[config.mk]
export PLATFORM = sky130hd
export DESIGN_NAME = pipe_addsub
export DESIGN_NICKNAME = d
export VERILOG_FILES = /design/src/rtl/pipe_addsub_pkg.sv /design/src/rtl/pipe_addsub_seg.sv /design/src/rtl/pipe_addsub.sv
export SDC_FILE = /design/constraint.sdc
export NUM_CORES = 1
export LEC_CHECK = 0
export ABC_AREA = 1
export CAP_MARGIN = 20
export CORE_ASPECT_RATIO = 0.9
export CORE_MARGIN = 2
export CORE_UTILIZATION = 35
export DETAILED_ROUTE_END_ITERATION = 12
export MAX_ROUTING_LAYER = met4
export PLACE_DENSITY_LB_ADDON = 0.15
export SETUP_SLACK_MARGIN = 0.5
export SYNTH_ARGS = -nofsm -noshare
export SYNTH_HDL_FRONTEND = slang
export SYNTH_SLANG_ARGS = --single-unit
[constraint.sdc]
create_clock -name clk -period 2.6 [get_ports clk]
set_clock_uncertainty 0.15 [all_clocks]
set_input_delay 0.52 -clock clk [delete_from_list [all_inputs] [get_ports clk]]
set_output_delay 0.52 -clock clk [all_outputs]
set_load 0.005 [all_outputs]
[src/rtl/pipe_addsub_pkg.sv]
// Shared definitions for the pipelined add/subtract unit.
// Holds the op encodings, the flag bit positions inside the flags
// vector, and a helper that identifies carry-consuming ops.
package pipe_addsub_pkg;

  typedef enum logic [1:0] {
    OP_ADD = 2'b00,
    OP_SUB = 2'b01,
    OP_ADC = 2'b10,
    OP_SBC = 2'b11
  } op_e;

  // Bit positions inside flags = {C, V, N, Z}
  localparam int FLAG_C = 3;
  localparam int FLAG_V = 2;
  localparam int FLAG_N = 1;
  localparam int FLAG_Z = 0;
  localparam int FLAG_W = 4;

  // ADC/SBC read the stored carry flag, so they must wait for an empty pipe
  function automatic logic op_uses_carry(input logic [1:0] op);
    return (op == OP_ADC) || (op == OP_SBC);
  endfunction

endpackage

[src/rtl/pipe_addsub_seg.sv]
// Purpose: combinational ripple-carry segment of SEG bits, optional b inversion.
// Latency: 0 cycles (pure combinational).
// Backpressure: none; the enclosing pipeline stage decides when to capture.
// Ports: a, b      - segment operand bits
//        cin       - carry into bit 0 of the segment
//        invert    - use ~b instead of b (subtract forms)
//        sum       - segment result bits
//        cout      - carry out of the segment's top bit
//        cmsb      - carry into the segment's top bit (for signed overflow)
module addsub_seg #(
  parameter int SEG = 4
) (
  input  logic [SEG-1:0] a,
  input  logic [SEG-1:0] b,
  input  logic           cin,
  input  logic           invert,
  output logic [SEG-1:0] sum,
  output logic           cout,
  output logic           cmsb
);

  logic [SEG-1:0] b_eff;
  logic [SEG:0]   c;

  assign b_eff = invert ? ~b : b;

  always_comb begin
    c    = '0;
    sum  = '0;
    c[0] = cin;
    for (int i = 0; i < SEG; i++) begin
      sum[i]   = a[i] ^ b_eff[i] ^ c[i];
      c[i+1]   = (a[i] & b_eff[i]) | (c[i] & (a[i] ^ b_eff[i]));
    end
  end

  assign cout = c[SEG];
  assign cmsb = c[SEG-1];

endmodule

[src/rtl/pipe_addsub.sv]
// Purpose: pipelined ADD/SUB/ADC/SBC, carry chain split into STAGES ripple segments.
// Latency: STAGES cycles input handshake to out_valid, one op per cycle.
// Backpressure: whole pipe holds while out_valid && !out_ready; ADC/SBC wait for an empty pipe.
// Ports: clk, rst_n              - clock, async active-low reset
//        in_valid/in_ready, op, a, b - operation offer and handshake
//        flag_clr                - synchronous clear of the stored carry flag
//        out_valid/out_ready, res, flags - result {C,V,N,Z} and handshake
//        carry_flag              - carry flag register, loaded from C on each output handshake
module pipe_addsub
  import pipe_addsub_pkg::*;
#(
  parameter int WIDTH  = 8,
  parameter int STAGES = 2
) (
  input  logic              clk,
  input  logic              rst_n,
  input  logic              in_valid,
  output logic              in_ready,
  input  logic [1:0]        op,
  input  logic [WIDTH-1:0]  a,
  input  logic [WIDTH-1:0]  b,
  input  logic              flag_clr,
  output logic              out_valid,
  input  logic              out_ready,
  output logic [WIDTH-1:0]  res,
  output logic [FLAG_W-1:0] flags,
  output logic              carry_flag
);

  localparam int SEG = WIDTH / STAGES;

  logic [STAGES-1:0] stage_vld;
  logic              advance;
  logic              hazard;
  logic              in_fire;
  logic              out_fire;
  logic              first_cin;
  logic [WIDTH-1:0]  res_q;
  logic [FLAG_W-1:0] flags_q;
  logic              carry_q;

  assign out_valid  = stage_vld[STAGES-1];
  assign res        = res_q;
  assign flags      = flags_q;
  assign carry_flag = carry_q;

  // Every stage moves together; a stalled output freezes the whole pipe
  assign advance  = !(out_valid && !out_ready);
  // Carry-consuming ops must see the carry of every older op already retired
  assign hazard   = op_uses_carry(op) && (|stage_vld);
  assign in_ready = advance && !hazard;
  assign in_fire  = in_valid && in_ready;
  assign out_fire = out_valid && out_ready;

  always_comb begin
    first_cin = 1'b0;
    case (op)
      OP_ADD:  first_cin = 1'b0;
      OP_SUB:  first_cin = 1'b1;
      default: first_cin = carry_q;
    endcase
  end

  // Stored carry; a clear request beats a coincident output handshake
  always_ff @(posedge clk or negedge rst_n) begin
    if (!rst_n) begin
      carry_q <= 1'b0;
    end else if (flag_clr) begin
      carry_q <= 1'b0;
    end else if (out_fire) begin
      carry_q <= flags_q[FLAG_C];
    end
  end

  for (genvar k = 0; k < STAGES; k++) begin : g_stage
    localparam int DONE = (k + 1) * SEG;

    logic [SEG-1:0]  seg_a;
    logic [SEG-1:0]  seg_b;
    logic [SEG-1:0]  seg_sum;
    logic            seg_cin;
    logic            seg_inv;
    logic            seg_in_vld;
    logic            seg_cout;
    logic            seg_cmsb;
    logic [DONE-1:0] acc;
    logic            vld_q;

    // Stage 0 eats the port operands; later stages eat the bits carried along
    if (k == 0) begin : g_src
      assign seg_a      = a[SEG-1:0];
      assign seg_b      = b[SEG-1:0];
      assign seg_cin    = first_cin;
      assign seg_inv    = op[0];
      assign seg_in_vld = in_fire;
      assign acc        = seg_sum;
    end else begin : g_src
      assign seg_a      = g_stage[k-1].g_mid.rem_a_q[SEG-1:0];
      assign seg_b      = g_stage[k-1].g_mid.rem_b_q[SEG-1:0];
      assign seg_cin    = g_stage[k-1].g_mid.cy_q;
      assign seg_inv    = g_stage[k-1].g_mid.inv_q;
      assign seg_in_vld = stage_vld[k-1];
      assign acc        = {seg_sum, g_stage[k-1].g_mid.sum_q};
    end

    addsub_seg #(
      .SEG(SEG)
    ) u_seg (
      .a      (seg_a),
      .b      (seg_b),
      .cin    (seg_cin),
      .invert (seg_inv),
      .sum    (seg_sum),
      .cout   (seg_cout),
      .cmsb   (seg_cmsb)
    );

    always_ff @(posedge clk or negedge rst_n) begin
      if (!rst_n) begin
        vld_q <= 1'b0;
      end else if (advance) begin
        vld_q <= seg_in_vld;
      end
    end

    assign stage_vld[k] = vld_q;

    if (k < STAGES - 1) begin : g_mid
      localparam int REM = WIDTH - DONE;

      logic [DONE-1:0] sum_q;
      logic [REM-1:0]  rem_a_q;
      logic [REM-1:0]  rem_b_q;
      logic [REM-1:0]  rem_a_d;
      logic [REM-1:0]  rem_b_d;
      logic            cy_q;
      logic            inv_q;
      logic            unused_cmsb;

      // Only the final segment's top-bit carry matters for overflow
      assign unused_cmsb = seg_cmsb;

      if (k == 0) begin : g_rem_src
        assign rem_a_d = a[WIDTH-1:SEG];
        assign rem_b_d = b[WIDTH-1:SEG];
      end else begin : g_rem_src
        assign rem_a_d = g_stage[k-1].g_mid.rem_a_q[REM+SEG-1:SEG];
        assign rem_b_d = g_stage[k-1].g_mid.rem_b_q[REM+SEG-1:SEG];
      end

      always_ff @(posedge clk or negedge rst_n) begin
        if (!rst_n) begin
          sum_q   <= '0;
          rem_a_q <= '0;
          rem_b_q <= '0;
          cy_q    <= 1'b0;
          inv_q   <= 1'b0;
        end else if (advance) begin
          sum_q   <= acc;
          rem_a_q <= rem_a_d;
          rem_b_q <= rem_b_d;
          cy_q    <= seg_cout;
          inv_q   <= seg_inv;
        end
      end
    end else begin : g_last
      // Result and flags only change when a real op arrives, bubbles leave them alone
      always_ff @(posedge clk or negedge rst_n) begin
        if (!rst_n) begin
          res_q   <= '0;
          flags_q <= '0;
        end else if (advance && seg_in_vld) begin
          res_q           <= acc;
          flags_q[FLAG_C] <= seg_cout;
          flags_q[FLAG_V] <= seg_cout ^ seg_cmsb;
          flags_q[FLAG_N] <= acc[WIDTH-1];
          flags_q[FLAG_Z] <= (acc == '0);
        end
      end
    end
  end

endmodule

==> flow_metrics.py <==
metrics = {
    "synth": {
        "ys_ff_latch": 28,
        "syn_inst": 150,
        "syn_nets": 181,
        "synthDistinctLibCells": 19,
        "netlist_area_um2": 1410,
        "syn_area_per_cell_um2": 9.40,
        "yosysWarnings": 0,
        "ys_seq_area_share_pct": 49.7,
    },
    "cts": {
        "hold_buffers": 0,
        "insertion_delay_ns": 0.28,
        "cts_sinks": 28,
        "cts_root_buf": "clkbuf_8",
        "cts_max_path_buffers": 2,
        "cts_tree": "built",
        "htreeDepth": 1,
        "cts_buffers": 3,
        "path_clk_slew_ns": 0.09,
    },
    "worst_setup_path": {
        "start_kind": "register",
        "r2r-start": "g_stage[0].g_mid.rem_b_q[0]$_DFFE_PN0N_",
        "cp-startpoint": "g_stage[0].g_mid.rem_b_q[0]$_DFFE_PN0N_",
        "crit_chain": "xor2_1 -> fa_2 -> inv_2 -> fa_2 -> fa_2 -> inv_2 -> fa_1 -> inv_2 -> nand2_1 -> nor2_1 -> nand3_1 -> nand2_1",
        "cp_slowest_cell": "fa_1",
        "timing.rr.end": "flags[0]$_DFFE_PN0P_",
        "critPathKind": "reg2reg",
        "path_max_fanout": 2,
        "cp_slowest_stage_delay_ns": 0.42,
        "r2r_cells": 12,
        "arrival_ns": 2.66,
        "cp.required_ns": 2.67,
        "crit_path_end_kind": "register",
        "critical_path.endpoint": "flags[0]$_DFFE_PN0P_",
        "reg2reg_slack_ns": 0.01,
    },
    "cells_and_area": {
        "drive_above_1_share_pct": 19.4,
        "multi_input_area_um2": 622,
        "synthToLayoutAreaGrowth_pct": 39.9,
        "antenna_cells": 0,
        "regArea_um2": 701,
        "nets": 228,
        "nFillCells": 374,
    },
    "routing": {
        "num_vias": 1059,
        "vias_per_cell": 4.38,
        "postRouteAntennaNets": 0,
        "wl_per_cell_um": 12.1,
        "routed-wl-met2_um": 1460,
        "top_layer_used": "met4",
        "wl_met3_um": 133,
        "m1WireLength_um": 1300,
        "drt_wl_total_um": 2920,
        "drt_iter0_markers": 67,
        "post-route-drc-count": 0,
        "first_pass_iters": 4,
    },
    "floorplanning": {
        "rows": 21,
        "die_y_um": 64.2,
        "start_util_pct": 37.3,
        "pin_count": 38,
        "die_x_um": 70.9,
        "die_area_um2": 4550,
        "core-area_um2": 3780,
    },
    "sta": {
        "fin_crit_sh_pct": 99.5,
        "setup_tns_ns": 0,
        "slew_headroom_pct": 76.4,
        "period_needed_ns": 2.59,
        "max_freq_mhz": 386,
        "maxSlewViolCount": 0,
        "rsz0062_at_grt": "true",
        "hold_viol_final": 0,
        "setup_viol": 0,
        "max_slew.worst_pin.slew_ns": 0.354,
        "holdWs_ns": 0.344,
    },
    "global_routing": {
        "grt_pass1_vias": 1113,
        "grt_max_degree": 29,
        "antenna_found_initial": 0,
        "grt_pass1_wl_um": 4860,
        "grt_usage_pct": 14.2,
        "gr-total-overflow": 0,
    },
    "power": {
        "finalPower_uw": 1690,
        "p_per_area_nw_per_um2": 858,
        "combPwrFrac_pct": 41.3,
        "ir_worst_vdd_mv": 0.304,
        "power.leakage_uw": 0.000949,
        "power_frac_seq_pct": 38.8,
        "intPower_uw": 1160,
        "p_switching_uw": 533,
        "clkPwrFrac_pct": 19.9,
        "sw_frac_of_total_pct": 31.5,
    },
    "placed_design": {
        "gp_congestion": 0.750,
        "numPortBuffers": 37,
        "hpwl_um": 2260,
    },
    "job": {
        "drv_cap": 0,
    },
    "min_path": {
        "hold_path.class": "reg2reg",
    },
    "run_status": {
        "status": "finished, final reports clean",
    },
}
-- per-stage QoR --
stage	util [%]	setup slack [ns]	area [um^2]	cells
after floorplan	-	0.0441	1470	150
after global placement	49.4	-0.433	1870	234
after detailed placement	49.4	-0.491	1870	234
after CTS	52.0	0.0179	1970	241
after global routing	52.1	-0.125	1970	242
final	52.1	0.0121	1970	242
-- cell usage after synthesis --
master    count  area, um^2
xnor2_1       4        35.0
buf_2         1        5.00
nor2_1        3        11.3
nor3_1        1        5.00
nand3_1       2        10.0
nand2_1      51         191
xor2_1        5        43.8
a21oi_1       2        10.0
inv_1        17        63.8
dfrtp_1      28         701
o21ai_0      15        75.1
inv_4         1        6.26
buf_4         1        7.51
clkbuf_1      2        7.51
o22ai_1       1        6.26
nand2_4       2        22.5
o21ai_1       3        15.0
buf_6         3        33.8
fa_1          8         160
-- power by group through the flow --
| stage | registers, uW | clock network, uW | logic, uW |
|---|---|---|---|
| detailed placement | 670 | 0 | 665 |
| CTS | 661 | 349 | 700 |
| global route | 679 | 368 | 792 |
| finish | 657 | 337 | 699 |
| floorplan | 659 | 0 | 366 |
| global placement | 658 | 0 | 652 |
-- how the worst min path moves through the flow --
stage / slack [ns] / cells past startpoint / start / endpoint
2_1_floorplan: 0.07 / 0 / rst_n / carry_flag$_DFFE_PN0P_
3_3_place_gp: 0.31 / 2 / flags[0]$_DFFE_PN0P_ / flags[0]$_DFFE_PN0P_
3_5_place_dp: 0.33 / 2 / res[2]$_DFFE_PN0P_ / res[2]$_DFFE_PN0P_
4_1_cts: 0.35 / 2 / res[2]$_DFFE_PN0P_ / res[2]$_DFFE_PN0P_
5_1_grt: 0.37 / 2 / g_stage[0].g_mid.sum_q[1]$_DFFE_PN0N_ / g_stage[0].g_mid.sum_q[1]$_DFFE_PN0N_
6_report: 0.34 / 2 / res[6]$_DFFE_PN0P_ / res[6]$_DFFE_PN0P_
-- area by class of cell --
class / count / area share (%)
Clock buffer: 3 / 2.09
Clock inverter: 1 / 1.52
Inverter: 18 / 3.55
Multi-Input combinational cell: 97 / 31.5
Sequential cell: 28 / 35.5
Tap cell: 46 / 2.92
Timing Repair Buffer: 49 / 22.9
-- sequential cells by signal, indices dropped and copies added (netlist names) --
| name | count |
|---|---|
| g_stage.g_mid.inv_q | 1 |
| g_stage.g_mid.sum_q | 4 |
| g_stage.vld_q | 1 |
| flags | 4 |
| carry_flag | 1 |
| g_stage.g_mid.rem_b_q | 4 |
| res | 7 |
| out_valid | 1 |
| g_stage.g_mid.rem_a_q | 4 |
| g_stage.g_mid.cy_q | 1 |
-- repair_timing --
item | in CTS | in global routing
setup endpoints to repair | 9 | 9
buffers inserted | 3 | 1
gates resized for setup | 23 | 2
pin swaps | 10 | 6
-- worst max-delay path, delay by kind of cell, from the launching register on --
kind / cells / cell delay (ns)
simple gates: 4 / 0.28
buf+inv: 3 / 0.17
xor+xnor: 1 / 0.19
fa+ha+maj: 4 / 1.34
flops: 1 / 0.41
-- per-layer routing --
layer  up-vias  GRT usage (%)
li1        543              -
met1       484           16.3
met2        26           25.2
met3         6           3.79
met4         0           2.83
met5         -              -
-- layout by cell type, fill, tap and decap left out, types with 2 or more instances in the layout --
| cell type | Yosys | final |
|---|---|---|
| nand2_1 | 51 | 51 |
| clkdlybuf4s50_1 | 0 | 31 |
| dfrtp_1 | 28 | 28 |
| buf_4 | 1 | 12 |
| inv_1 | 17 | 11 |
| o21ai_0 | 15 | 11 |
| fa_2 | 0 | 7 |
| inv_2 | 0 | 6 |
| o21ai_1 | 3 | 6 |
| xor2_1 | 5 | 4 |
| xnor2_1 | 4 | 3 |
| nor2_1 | 3 | 3 |
| clkbuf_8 | 0 | 3 |
| dlygate4sd2_1 | 0 | 3 |
| nand2_4 | 2 | 2 |
| a21oi_1 | 2 | 2 |
| nand3_1 | 2 | 2 |
| buf_2 | 1 | 2 |
-- cells by family (layout without fill, tap and decap cells) --
logic type | after synthesis | after routing | share of synthesized area [%]
simple gates | 59 | 59 | 17.0
flops | 28 | 28 | 49.7
buf+inv | 25 | 71 | 8.78
compound gates | 21 | 21 | 7.54
xor+xnor | 9 | 9 | 5.59
fa+ha+maj | 8 | 8 | 11.4
Power figures use the tool's default switching activity.
